### src/rtl/if_stage_if.sv
// ---------------------------------------------------------------------------
// if_stage_if
// Bundles the fetch-stage signals that cross between the IF stage and its
// neighbours: hazard/branch requests from ID/EX, the combinational
// instruction-memory port, and the IF/ID pipeline register outputs.
//
// Signals
//   stall             load-use hazard, hold PC and IF/ID
//   ex_branch_taken   branch resolved taken in EX
//   ex_branch_target  branch target from EX
//   id_jump           j/jal/jr/jalr decoded in ID
//   id_jump_target    jump target from ID
//   imem_addr         current PC to instruction memory
//   imem_inst         instruction word returned in the same cycle
//   id_inst           IF/ID instruction
//   id_pc_plus4       IF/ID PC+4
//   id_valid          IF/ID holds a real fetched instruction
//
// Modports
//   master  the fetch stage itself (drives imem_addr and IF/ID)
//   slave   the surrounding pipeline and memory
// ---------------------------------------------------------------------------
interface if_stage_if;
    logic        stall;
    logic        ex_branch_taken;
    logic [31:0] ex_branch_target;
    logic        id_jump;
    logic [31:0] id_jump_target;
    logic [31:0] imem_addr;
    logic [31:0] imem_inst;
    logic [31:0] id_inst;
    logic [31:0] id_pc_plus4;
    logic        id_valid;

    modport master (
        input  stall,
        input  ex_branch_taken,
        input  ex_branch_target,
        input  id_jump,
        input  id_jump_target,
        input  imem_inst,
        output imem_addr,
        output id_inst,
        output id_pc_plus4,
        output id_valid
    );

    modport slave (
        output stall,
        output ex_branch_taken,
        output ex_branch_target,
        output id_jump,
        output id_jump_target,
        output imem_inst,
        input  imem_addr,
        input  id_inst,
        input  id_pc_plus4,
        input  id_valid
    );
endinterface

### src/rtl/if_stage.sv
// ---------------------------------------------------------------------------
// if_stage
// Instruction-fetch stage of the pipelined MIPS CPU. Holds the PC, presents
// it to the instruction memory, picks the next PC from reset / taken branch /
// jump / stall / sequential, and registers the fetched word into IF/ID.
//
// Ports
//   clk    system clock, all updates on the rising edge
//   reset  synchronous, active-high
//   bus    if_stage_if.master (hazard requests, imem port, IF/ID outputs)
//
// Parameters
//   RESET_PC  PC loaded on reset
//   NOP_INST  word placed in IF/ID on reset and on squash
//
// Redirect priority, highest first:
//   reset | ex_branch_taken | id_jump & !stall | stall | sequential
// A taken branch beats stall and jump because it is the oldest instruction
// in flight. A jump under stall is simply ignored; ID is held, so the jump
// is presented again once the stall drops.
// ---------------------------------------------------------------------------
module if_stage #(
    parameter logic [31:0] RESET_PC = 32'h0000_0000,
    parameter logic [31:0] NOP_INST = 32'h0000_0000
) (
    input  logic        clk,
    input  logic        reset,
    if_stage_if.master  bus
);

    typedef enum logic [1:0] {
        SEL_SEQ    = 2'd0,
        SEL_HOLD   = 2'd1,
        SEL_JUMP   = 2'd2,
        SEL_BRANCH = 2'd3
    } pc_sel_e;

    logic [31:0] pc_q,          pc_d;
    logic [31:0] id_inst_q,     id_inst_d;
    logic [31:0] id_pc_plus4_q, id_pc_plus4_d;
    logic        id_valid_q,    id_valid_d;

    logic [31:0] pc_plus4;
    pc_sel_e     pc_sel;

    // 32-bit add, so 32'hFFFF_FFFC naturally wraps to 0.
    assign pc_plus4 = pc_q + 32'd4;

    always_comb begin
        pc_sel = SEL_SEQ;
        if (bus.ex_branch_taken) begin
            pc_sel = SEL_BRANCH;
        end else if (bus.id_jump && !bus.stall) begin
            pc_sel = SEL_JUMP;
        end else if (bus.stall) begin
            pc_sel = SEL_HOLD;
        end
    end

    always_comb begin
        pc_d          = pc_plus4;
        id_inst_d     = bus.imem_inst;
        id_pc_plus4_d = pc_plus4;
        id_valid_d    = 1'b1;
        unique case (pc_sel)
            SEL_BRANCH: begin
                // Redirect targets are word aligned; low bits are dropped.
                pc_d          = {bus.ex_branch_target[31:2], 2'b00};
                id_inst_d     = NOP_INST;
                id_pc_plus4_d = 32'd0;
                id_valid_d    = 1'b0;
            end
            SEL_JUMP: begin
                // No delay slot: the word fetched behind the jump is squashed.
                pc_d          = {bus.id_jump_target[31:2], 2'b00};
                id_inst_d     = NOP_INST;
                id_pc_plus4_d = 32'd0;
                id_valid_d    = 1'b0;
            end
            SEL_HOLD: begin
                pc_d          = pc_q;
                id_inst_d     = id_inst_q;
                id_pc_plus4_d = id_pc_plus4_q;
                id_valid_d    = id_valid_q;
            end
            default: begin
                pc_d          = pc_plus4;
                id_inst_d     = bus.imem_inst;
                id_pc_plus4_d = pc_plus4;
                id_valid_d    = 1'b1;
            end
        endcase
    end

    always_ff @(posedge clk) begin
        if (reset) begin
            pc_q          <= RESET_PC;
            id_inst_q     <= NOP_INST;
            id_pc_plus4_q <= 32'd0;
            id_valid_q    <= 1'b0;
        end else begin
            pc_q          <= pc_d;
            id_inst_q     <= id_inst_d;
            id_pc_plus4_q <= id_pc_plus4_d;
            id_valid_q    <= id_valid_d;
        end
    end

    assign bus.imem_addr   = pc_q;
    assign bus.id_inst     = id_inst_q;
    assign bus.id_pc_plus4 = id_pc_plus4_q;
    assign bus.id_valid    = id_valid_q;

endmodule

### src/flat_wrapper.sv
// flat-port wrapper written by rule: the top's interface ports become plain ports
module if_stage_flat 
#(
    parameter logic [31:0] RESET_PC = 32'h0000_0000,
    parameter logic [31:0] NOP_INST = 32'h0000_0000
)
  (clk, reset, bus_stall, bus_ex_branch_taken, bus_ex_branch_target, bus_id_jump, bus_id_jump_target, bus_imem_inst, bus_imem_addr, bus_id_inst, bus_id_pc_plus4, bus_id_valid);
  if_stage_if bus_i ();
  input  logic clk;
  input  logic reset;
  input wire logic [$bits(bus_i.stall)-1:0] bus_stall;
  input wire logic [$bits(bus_i.ex_branch_taken)-1:0] bus_ex_branch_taken;
  input wire logic [$bits(bus_i.ex_branch_target)-1:0] bus_ex_branch_target;
  input wire logic [$bits(bus_i.id_jump)-1:0] bus_id_jump;
  input wire logic [$bits(bus_i.id_jump_target)-1:0] bus_id_jump_target;
  input wire logic [$bits(bus_i.imem_inst)-1:0] bus_imem_inst;
  output wire logic [$bits(bus_i.imem_addr)-1:0] bus_imem_addr;
  output wire logic [$bits(bus_i.id_inst)-1:0] bus_id_inst;
  output wire logic [$bits(bus_i.id_pc_plus4)-1:0] bus_id_pc_plus4;
  output wire logic [$bits(bus_i.id_valid)-1:0] bus_id_valid;
  assign bus_i.stall = bus_stall;
  assign bus_i.ex_branch_taken = bus_ex_branch_taken;
  assign bus_i.ex_branch_target = bus_ex_branch_target;
  assign bus_i.id_jump = bus_id_jump;
  assign bus_i.id_jump_target = bus_id_jump_target;
  assign bus_i.imem_inst = bus_imem_inst;
  assign bus_imem_addr = bus_i.imem_addr;
  assign bus_id_inst = bus_i.id_inst;
  assign bus_id_pc_plus4 = bus_i.id_pc_plus4;
  assign bus_id_valid = bus_i.id_valid;
  if_stage #(.RESET_PC(RESET_PC), .NOP_INST(NOP_INST)) u_core (.clk(clk), .reset(reset), .bus(bus_i));
endmodule
### config.mk
export PLATFORM = sky130hd
export DESIGN_NAME = if_stage_flat
export DESIGN_NICKNAME = d
export VERILOG_FILES = /design/src/rtl/if_stage_if.sv /design/src/rtl/if_stage.sv /design/src/flat_wrapper.sv
export SDC_FILE = /design/constraint.sdc
export NUM_CORES = 1
export LEC_CHECK = 0
export ABC_AREA = 1
export CORE_ASPECT_RATIO = 0.8
export CORE_MARGIN = 2
export CORE_UTILIZATION = 36
export DETAILED_ROUTE_END_ITERATION = 7
export PLACE_DENSITY = 0.71
export SYNTH_ARGS = -nofsm -noshare
export SYNTH_HDL_FRONTEND = slang
export SYNTH_SLANG_ARGS = --single-unit
export TNS_END_PERCENT = 10
### constraint.sdc
create_clock -name clk -period 1.9 [get_ports clk]
set_clock_uncertainty 0.2 [all_clocks]
set_input_delay 0.57 -clock clk [delete_from_list [all_inputs] [get_ports clk]]
set_output_delay 0.57 -clock clk [all_outputs]
set_load 0.02 [all_outputs]
==> metrics.csv, run 1 <==
stage;metric;value;unit
status;status;finished, final reports clean;
clock_tree;CTS Buffer Depth;2;
synthesis;register area share after synthesis;0.431;
setup_path;worst path buffer plus inverter count;1;
floorplan;Initial Util;0.373;
worst_hold_path;hold crit path type;flip-flop to flip-flop;
setup_path;critical path's slowest cell;dfxtp_1;
placement;Port Buffers;189;
flow_run;Max Cap Viol;0;
synthesis;Post-synth EDFFs;0;
clock_tree;CTS HTree Levels;3;
sta;RSZ-0062 raised after global routing;yes;
synthesis;area share of the largest cell type after synthesis;0.431;
sta;setup_tns;0;ps
floorplan;io pins;198;
setup_path;CP Launch Type;flip-flop;
synthesis;post-synth cell types;32;
sta;Final Critical Period;1850;ps
synthesis;Seq cells post-synth;93;
setup_path;CP max stage delay;380;ps
synthesis;mean post-synth cell area;7.09;um^2
floorplan;die width;127;um
floorplan;Site Rows;35;
grt;vias in the first global route;4824;
setup_path;crit path DAT;1080;ps
finish;fraction of layout cells with a size suffix above 1;0.135;
placement;GP Congestion;0.894;
grt;initial antenna violation count;0;
finish;synth-to-layout area growth;64.6;%
finish;antenna fix cells;0;
synthesis;largest area contributor in the netlist;dfxtp_1;
power_and_ir_drop;peak supply drop;0.000473;V
sta;final hold violations;0;
clock_tree;Worst-path clk slew;70;ps
clock_tree;CTS hold repair buffers;0;
sta;Slew Limit Fails;0;
synthesis;asr flop ratio synth;0;
grt;gr ovfl total;0;
clock_tree;Root Driver;clkbuf_16;
clock_tree;Sinks on Clock Net;93;
synthesis;predominant post-synthesis flop cell;dfxtp_1;
setup_path;crit end category;primary output;
drt;Final ANT Viol Nets;0;
power_and_ir_drop;P_leak;3.21;nW
drt;via count;4941;
sta;Max Fclk;0.540;GHz
synthesis;largest cells by area after synthesis;dfxtp_1 43%, nand2_1 15%, a21oi_1 10%;
drt;vias per inst;4.98;
clock_tree;Num CTS Buffers;9;
sta;fin crit share;0.974;
floorplan;Vert. Die Dim;102;um
finish;commonest non-fill, non-tap cells in the layout;177 x nand2_1, 93 x clkdlybuf4s50_1, 91 x dlygate4sd2_1;
clock_tree;latest clock arrival within the worst-skew pair;340;ps
drt;DRT iter0 DRCs;303;
setup_path;Max FO, Critical Path;4;
grt;global router's overall resource usage;0.220;
synthesis;Cells after Synth;610;
power_and_ir_drop;PwrDens;689;nW/um^2
setup_path;crit path cell chain;clkdlybuf4s15_1;
floorplan;Core Region;11600;um^2
synthesis;warnings from Yosys;0;
setup_path;worst path required time;1130;ps
drt;DR pass1 iterations;5;
synthesis;Cell Area, Synth;4320;um^2
floorplan;die area;12900;um^2
drt;drt wl/cell;14.5;um
sta;# setup viols final;0;
drt;routed wire length;14400;um
setup_path;Crit path max-delay family;flip-flops;
finish;nets@finish;941;
placement;Post-DP HPWL;11000;um
setup_path;WS Path Type;flip-flop to primary output;
clock_tree;CTS tree;built;
finish;commonest non-fill, non-tap cell in the layout;nand2_1;
drt;DRC viols;0;
grt;first-pass GRT wire length;23000;um
grt;largest net degree at the start of global routing;69;
sta;final hold slack;263;ps
## repair_timing
item | CTS | global route
cloned | 0 | 0
endpoints found under the setup margin | 162 | 65
gates resized for setup | 103 | 20
setup buffers | 0 | 1
pin swaps | 1 | 3
## worst paths after layout
check	from	endpoint	slack [ps]	cells after the start
max	u_core.bus.imem_addr[31]$_SDFFE_PP0P_	bus_imem_addr[31]	50	1
min	u_core.bus.id_inst[19]$_SDFFE_PP0P_	u_core.bus.id_inst[19]$_SDFFE_PP0P_	260	2
max reg2reg	u_core.bus.imem_addr[13]$_SDFFE_PP0P_	u_core.bus.imem_addr[16]$_SDFFE_PP0P_	100	9
min reg2reg	u_core.bus.id_inst[19]$_SDFFE_PP0P_	u_core.bus.id_inst[19]$_SDFFE_PP0P_	260	2
## routing by layer
metal  wire length, um  global-route usage  share of wire  vias to the layer above
met5                 0                   0              0                        -
met4               254              0.0668          0.018                        0
met3              1280              0.0827          0.089                       21
met2              6970               0.383           0.49                      181
met1              5840               0.256           0.41                     2272
li1                  -                   -              -                     2467
## cell type report
type / count / area [um^2]
fillers: 1053 / 4490
repair buffers: 254 / 2390
multi-input cells: 439 / 2200
flip-flops and latches: 93 / 1870
clock buffers: 11 / 253
well taps: 148 / 185
inverters: 42 / 158
clock inverters: 5 / 58.8
## cells by family after synthesis
kind of cell	synth area share
buffers and inverters	0.0807
DFF	0.431
adders and majority gates	0.00289
xor gates and xnor gates	0.0223
other	0.000867
and+or+nand+nor	0.254
AOI/OAI and AO/OA	0.208
## registers in the layout, indices dropped and copies added, names as in the netlist
register and cells:
u_core.bus.imem_addr 30, u_core.bus.id_inst 32, u_core.bus.id_valid 1, u_core.bus.id_pc_plus4 30
## power by group
part	switching, W	internal, W
Sequential	0.0000555	0.00204
Clock	0.000758	0.00109
Combinational	0.000472	0.000485
Total	0.00129	0.00362
## Yosys cell counts, types with 2 or more instances
library cell	instances
nand2_1	178
dfxtp_1	93
a21oi_1	86
inv_1	40
nor2_1	39
nand3_1	35
o21ai_0	18
a22oi_1	16
clkbuf_1	16
buf_2	15
a22o_1	12
xor2_1	8
a31oi_1	7
buf_4	7
nor2_2	7
o21ai_1	5
o211ai_1	4
a21o_1	3
xnor2_1	3
inv_2	2
nand2_2	2
nand4_1	2
nor2_4	2
o21bai_1	2
## through the flow
stage	instances	utilization	instance area (um^2)	setup WS (ps)	power (W)
after CTS	991	0.607	7050	1.29	0.00494
after floorplan	613	-	4340	86.8	0.00256
final	992	0.613	7120	48.6	0.00490
after global placement	975	0.589	6840	-415	0.00313
after detailed placement	975	0.589	6840	-459	0.00314
after global routing	992	0.613	7120	-3.64	0.00512
(Power assumes the default switching activity.)
==> run 2, diff against run 1 <==
Settings changed: PLACE_DENSITY 0.71 to 0.72.
==> run 2 against run 1 <==
- core utilization grew 0.14 points
- global-route usage grew 0.13 points
- first-iteration DRC count grew 0.66%
- sequential cell count is the same
- critical path type unchanged
==> metrics.csv, run 2 (same netlist as run 1, synthesis figures left out) <==
stage;metric;value;unit
setup_path;worst path buffer plus inverter count;1;
power_and_ir_drop;clock share of power;0.391;
setup_path;WS Path Type;flip-flop to primary output;
power_and_ir_drop;sw power;0.00132;W
grt;global router's overall resource usage;0.222;
finish;Largest register FFs;32;
power_and_ir_drop;combinational power share;0.192;
setup_path;Crit path max-delay family;flip-flops;
floorplan;Initial Util;0.373;
finish;commonest non-fill, non-tap cell in the layout;nand2_1;
setup_path;critical path's slowest cell;dfxtp_1;
sta;final worst slack;31.3;ps
clock_tree;CTS tree;built;
sta;final hold violations;0;
power_and_ir_drop;P_leak;3.21;nW
clock_tree;CTS HTree Levels;3;
floorplan;die area;12900;um^2
drt;DRT iter0 DRCs;305;
drt;DRC viols;0;
power_and_ir_drop;peak supply drop;0.000551;V
clock_tree;CTS hold repair buffers;0;
clock_tree;Num CTS Buffers;9;
drt;via count;4929;
sta;# setup viols final;0;
clock_tree;latest clock arrival within the worst-skew pair;350;ps
drt;Final ANT Viol Nets;0;
sta;Slew Limit Fails;0;
setup_path;crit end category;primary output;
floorplan;Core Region;11600;um^2
sta;RSZ-0062 raised after global routing;yes;
grt;first-pass GRT wire length;23000;um
sta;fin crit share;0.984;
floorplan;Vert. Die Dim;102;um
sta;Max Fclk;0.535;GHz
setup_path;worst path required time;1130;ps
placement;GP Congestion;0.915;
drt;met3 WL;1370;um
setup_path;Max FO, Critical Path;6;
setup_path;crit path cell chain;clkdlybuf4s15_1;
power_and_ir_drop;PwrDens;703;nW/um^2
finish;nets@finish;938;
finish;fraction of layout cells with a size suffix above 1;0.134;
power_and_ir_drop;Net Sw Frac;0.264;
floorplan;die width;127;um
placement;Port Buffers;189;
drt;routed wire length;14700;um
clock_tree;CTS Buffer Depth;2;
finish;commonest non-fill, non-tap cells in the layout;176 x nand2_1, 92 x clkdlybuf4s50_1, 90 x dfxtp_1;
worst_hold_path;hold crit path type;flip-flop to flip-flop;
power_and_ir_drop;Internal Pwr Total;0.00369;W
finish;synth-to-layout area growth;64.9;%
power_and_ir_drop;part of the power in registers;0.417;
setup_path;crit path DAT;1100;ps
drt;DR pass1 iterations;5;
finish;antenna fix cells;0;
grt;vias in the first global route;4852;
sta;Final Critical Period;1870;ps
placement;Post-DP HPWL;11100;um
sta;final hold slack;262;ps
finish;Fill cells;1026;
clock_tree;Root Driver;clkbuf_16;
drt;Post-Route M1 WL;5990;um
placement;DP Worst Slack;-551;ps
drt;vias per inst;4.98;
clock_tree;Sinks on Clock Net;93;
floorplan;Site Rows;35;
floorplan;io pins;198;
clock_tree;Worst-path clk slew;60;ps
grt;gr ovfl total;0;
setup_path;CP Launch Type;flip-flop;
status;status;finished, final reports clean;
drt;DR WL met2;7050;um
setup_path;CP max stage delay;420;ps
grt;largest net degree at the start of global routing;41;
drt;drt wl/cell;14.9;um
setup_path;FF-to-FF setup slack;120;ps
grt;initial antenna violation count;0;
drt;top sig layer;met4;
flow_run;Max Cap Viol;0;
-- run 2: changes by cell type in the layout (fill, tap and decap cells not counted), sizes merged, moves of 2 or more --
cell	before	now
buf	66	61
dlygate4sd2	91	89
inv	42	44
clkbuf	11	13
-- run 2: worst reg2reg max path, delay by kind of cell (launching register included) --
| family | cells | cell delay [ps] |
|---|---|---|
| DFF | 1 | 430 |
| buffers and inverters | 1 | 30 |
| and+or+nand+nor | 8 | 1010 |
-- run 2: area by class of cell --
cell class              count  area [um^2]  area share
inverters                  42          158      0.0221
repair buffers            251         2380       0.334
multi-input cells         439         2220       0.312
well taps                 148          185      0.0260
clock buffers              10          229      0.0321
flip-flops and latches     93         1870       0.262
clock inverters             6         93.8      0.0132
-- run 2: metrics by stage --
step                      TNS (ps)  cell area, um^2  cells   util  total power [W]
after CTS                    -32.5             6980    985  0.601          0.00502
after global routing         -23.3             7130    989  0.615          0.00523
after detailed placement    -38390             6770    969  0.583          0.00313
final                            0             7130    989  0.615          0.00501
after floorplan                  0             4340    613      -          0.00256
after global placement      -37010             6770    969  0.583          0.00311
-- run 2: timing repair --
| item | in CTS | in global routing |
|---|---|---|
| endpoints found under the hold margin | 0 | 0 |
| buffers inserted | 0 | 2 |
| pin swaps | 0 | 5 |
| endpoints found under the setup margin | 181 | 43 |
| resized for setup | 99 | 32 |
| gates cloned | 0 | 2 |
-- run 2: path summary, 6_finish.rpt --
path	start	end	cells past startpoint
worst max-delay path	u_core.bus.imem_addr[21]$_SDFFE_PP0P_	bus_imem_addr[21]	1
worst min-delay path	u_core.bus.id_pc_plus4[18]$_SDFFE_PP0P_	u_core.bus.id_pc_plus4[18]$_SDFFE_PP0P_	2
worst max register to register	u_core.bus.imem_addr[13]$_SDFFE_PP0P_	u_core.bus.imem_addr[24]$_SDFFE_PP0P_	9
worst min register to register	u_core.bus.id_pc_plus4[18]$_SDFFE_PP0P_	u_core.bus.id_pc_plus4[18]$_SDFFE_PP0P_	2
-- run 2: layer usage --
metal  GRT usage  vias to the layer above
li1            -                     2456
met4      0.0702                        0
met2       0.386                      184
met3      0.0880                       22
met5           0                        -
met1       0.252                     2267
-- run 2: power by group through the flow --
| stage | clock, W | sequential (W) | combinational (W) |
|---|---|---|---|
| 5_1_grt | 0.00208 | 0.00210 | 0.00104 |
| 4_1_cts | 0.00199 | 0.00209 | 0.000940 |
| 2_1_floorplan | 0 | 0.00226 | 0.000298 |
| 3_3_place_gp | 0 | 0.00213 | 0.000980 |
| 6_report | 0.00196 | 0.00209 | 0.000961 |
| 3_5_place_dp | 0 | 0.00214 | 0.000995 |
==> run 3, diff against run 2 <==
Settings changed: REMOVE_ABC_BUFFERS set to 1.
==> run 3 against run 2 <==
- total power shrank 0.40%
- via count shrank 2.9%
- largest power group unchanged
- largest cell class unchanged
- hold slack lost 1.2 ps
- die area stayed put
- sequential share of layout area rose by 0.36 points
==> metrics.csv, run 3 (same netlist as run 1, synthesis figures left out) <==
stage;metric;value;unit
status;status;finished, final reports clean;
clock_tree;CTS HTree Levels;3;
setup_path;FF-to-FF End;u_core.bus.id_pc_plus4[20]$_SDFFE_PP0P_;
worst_hold_path;hold depth;2;
grt;largest net degree at the start of global routing;55;
drt;DRT iter0 DRCs;204;
clock_tree;CTS hold repair buffers;0;
floorplan;Initial Util;0.373;
drt;DR pass1 iterations;5;
sta;final hold slack;261;ps
setup_path;worst path required time;1130;ps
floorplan;Vert. Die Dim;102;um
clock_tree;CTS tree;built;
clock_tree;latest clock arrival within the worst-skew pair;350;ps
finish;commonest non-fill, non-tap cell in the layout;nand2_1;
worst_hold_path;hold crit path type;flip-flop to flip-flop;
setup_path;FF-to-FF setup slack;120;ps
flow_run;Max Cap Viol;0;
drt;via count;4788;
grt;initial antenna violation count;0;
grt;global router's overall resource usage;0.211;
clock_tree;Worst-path clk slew;70;ps
floorplan;Core Region;11600;um^2
sta;setup_tns;0;ps
placement;Port Buffers;189;
drt;vias per inst;4.86;
clock_tree;Num CTS Buffers;9;
setup_path;CP max stage delay;400;ps
power_and_ir_drop;clock share of power;0.394;
sta;Slew Limit Fails;0;
setup_path;worst path buffer plus inverter count;1;
finish;synth-to-layout area growth;62.7;%
power_and_ir_drop;part of the power in registers;0.420;
setup_path;WS Path Type;flip-flop to primary output;
finish;antenna fix cells;0;
setup_path;Max FO, Critical Path;4;
grt;gr ovfl total;0;
placement;GP Congestion;0.833;
setup_path;crit path cell chain;dlygate4sd2_1;
power_and_ir_drop;peak supply drop;0.000462;V
power_and_ir_drop;combinational power share;0.186;
finish;Fill cells;1052;
floorplan;die area;12900;um^2
finish;nets@finish;934;
drt;DRC viols;0;
clock_tree;CTS Buffer Depth;2;
grt;first-pass GRT wire length;22000;um
sta;Final Critical Period;1870;ps
floorplan;io pins;198;
sta;fin crit share;0.982;
worst_hold_path;Hold Path Origin;u_core.bus.id_inst[24]$_SDFFE_PP0P_;
floorplan;Site Rows;35;
grt;vias in the first global route;4567;
setup_path;CP Launch Type;flip-flop;
sta;Max Fclk;0.536;GHz
setup_path;R2R depth;8;
power_and_ir_drop;Net Sw Frac;0.265;
drt;Final ANT Viol Nets;0;
setup_path;crit end category;primary output;
floorplan;die width;127;um
power_and_ir_drop;PwrDens;709;nW/um^2
drt;drt wl/cell;14.2;um
power_and_ir_drop;Internal Pwr Total;0.00367;W
finish;fraction of layout cells with a size suffix above 1;0.130;
finish;Largest register FFs;32;
power_and_ir_drop;sw power;0.00132;W
setup_path;reg-to-reg critical path startpoint;u_core.bus.imem_addr[3]$_SDFFE_PP0P_;
sta;# setup viols final;0;
clock_tree;Root Driver;clkbuf_16;
finish;Multi-input gate area;2210;um^2
sta;final hold violations;0;
setup_path;crit path DAT;1100;ps
placement;Post-DP HPWL;10600;um
setup_path;Crit path max-delay family;flip-flops;
finish;Reg area;1870;um^2
clock_tree;Sinks on Clock Net;93;
power_and_ir_drop;P_leak;3.17;nW
drt;routed wire length;14000;um
setup_path;critical path's slowest cell;dfxtp_1;
finish;commonest non-fill, non-tap cells in the layout;176 x nand2_1, 92 x clkdlybuf4s50_1, 90 x dfxtp_1;
worst_hold_path;hold path endpoint;u_core.bus.id_inst[24]$_SDFFE_PP0P_;
## run 3: worst max-delay path by stage
stage,endpoint,startpoint,depth (start not counted),slack (ps)
3_3_place_gp,u_core.bus.imem_addr[24]$_SDFFE_PP0P_,bus_stall,8,-470
5_1_grt,u_core.bus.imem_addr[22]$_SDFFE_PP0P_,u_core.bus.imem_addr[3]$_SDFFE_PP0P_,8,-20
3_5_place_dp,u_core.bus.imem_addr[4]$_SDFFE_PP0P_,bus_stall,8,-560
4_1_cts,bus_imem_addr[22],u_core.bus.imem_addr[22]$_SDFFE_PP0P_,1,5
6_report,bus_imem_addr[21],u_core.bus.imem_addr[21]$_SDFFE_PP0P_,1,30
2_1_floorplan,u_core.bus.imem_addr[24]$_SDFFE_PP0P_,bus_stall,7,-1310
## run 3: stage by stage
step	instance area (um^2)	worst slack [ps]	util	instances	power (W)
floorplan	4140	-1310	-	574	0.00250
global placement	6700	-468	0.578	964	0.00309
detailed placement	6700	-563	0.578	964	0.00311
CTS	6970	4.70	0.601	982	0.00502
global route	7040	-23.4	0.606	985	0.00520
finish	7040	35.0	0.606	985	0.00499
## run 3: per-layer routing
layer,vias to the layer above,routed length [um],GRT usage
li1,2447,-,-
met1,2159,6290,0.270
met2,165,6430,0.352
met3,17,1100,0.0623
met4,0,161,0.0558
met5,-,0,0
## run 3: final cells by class
type,instances,share of cell area
clock buffers,10,0.0325
clock inverters,6,0.0132
inverters,42,0.0224
multi-input cells,439,0.314
flip-flops and latches,93,0.265
well taps,148,0.0263
repair buffers,247,0.326
## run 3: power groups by stage
stage / combinational [W] / clock [W] / sequential (W)
global route: 0.00101 / 0.00208 / 0.00211
CTS: 0.000928 / 0.00200 / 0.00210
finish: 0.000929 / 0.00196 / 0.00210
detailed placement: 0.000971 / 0 / 0.00214
global placement: 0.000955 / 0 / 0.00214
floorplan: 0.000245 / 0 / 0.00226
## run 3: what timing repair did
item,CTS,global route
pin swaps,2,7
resized for setup,105,27
cloned,1,0
hold endpoints to repair,0,0
setup buffers,1,3
setup endpoints to repair,182,36
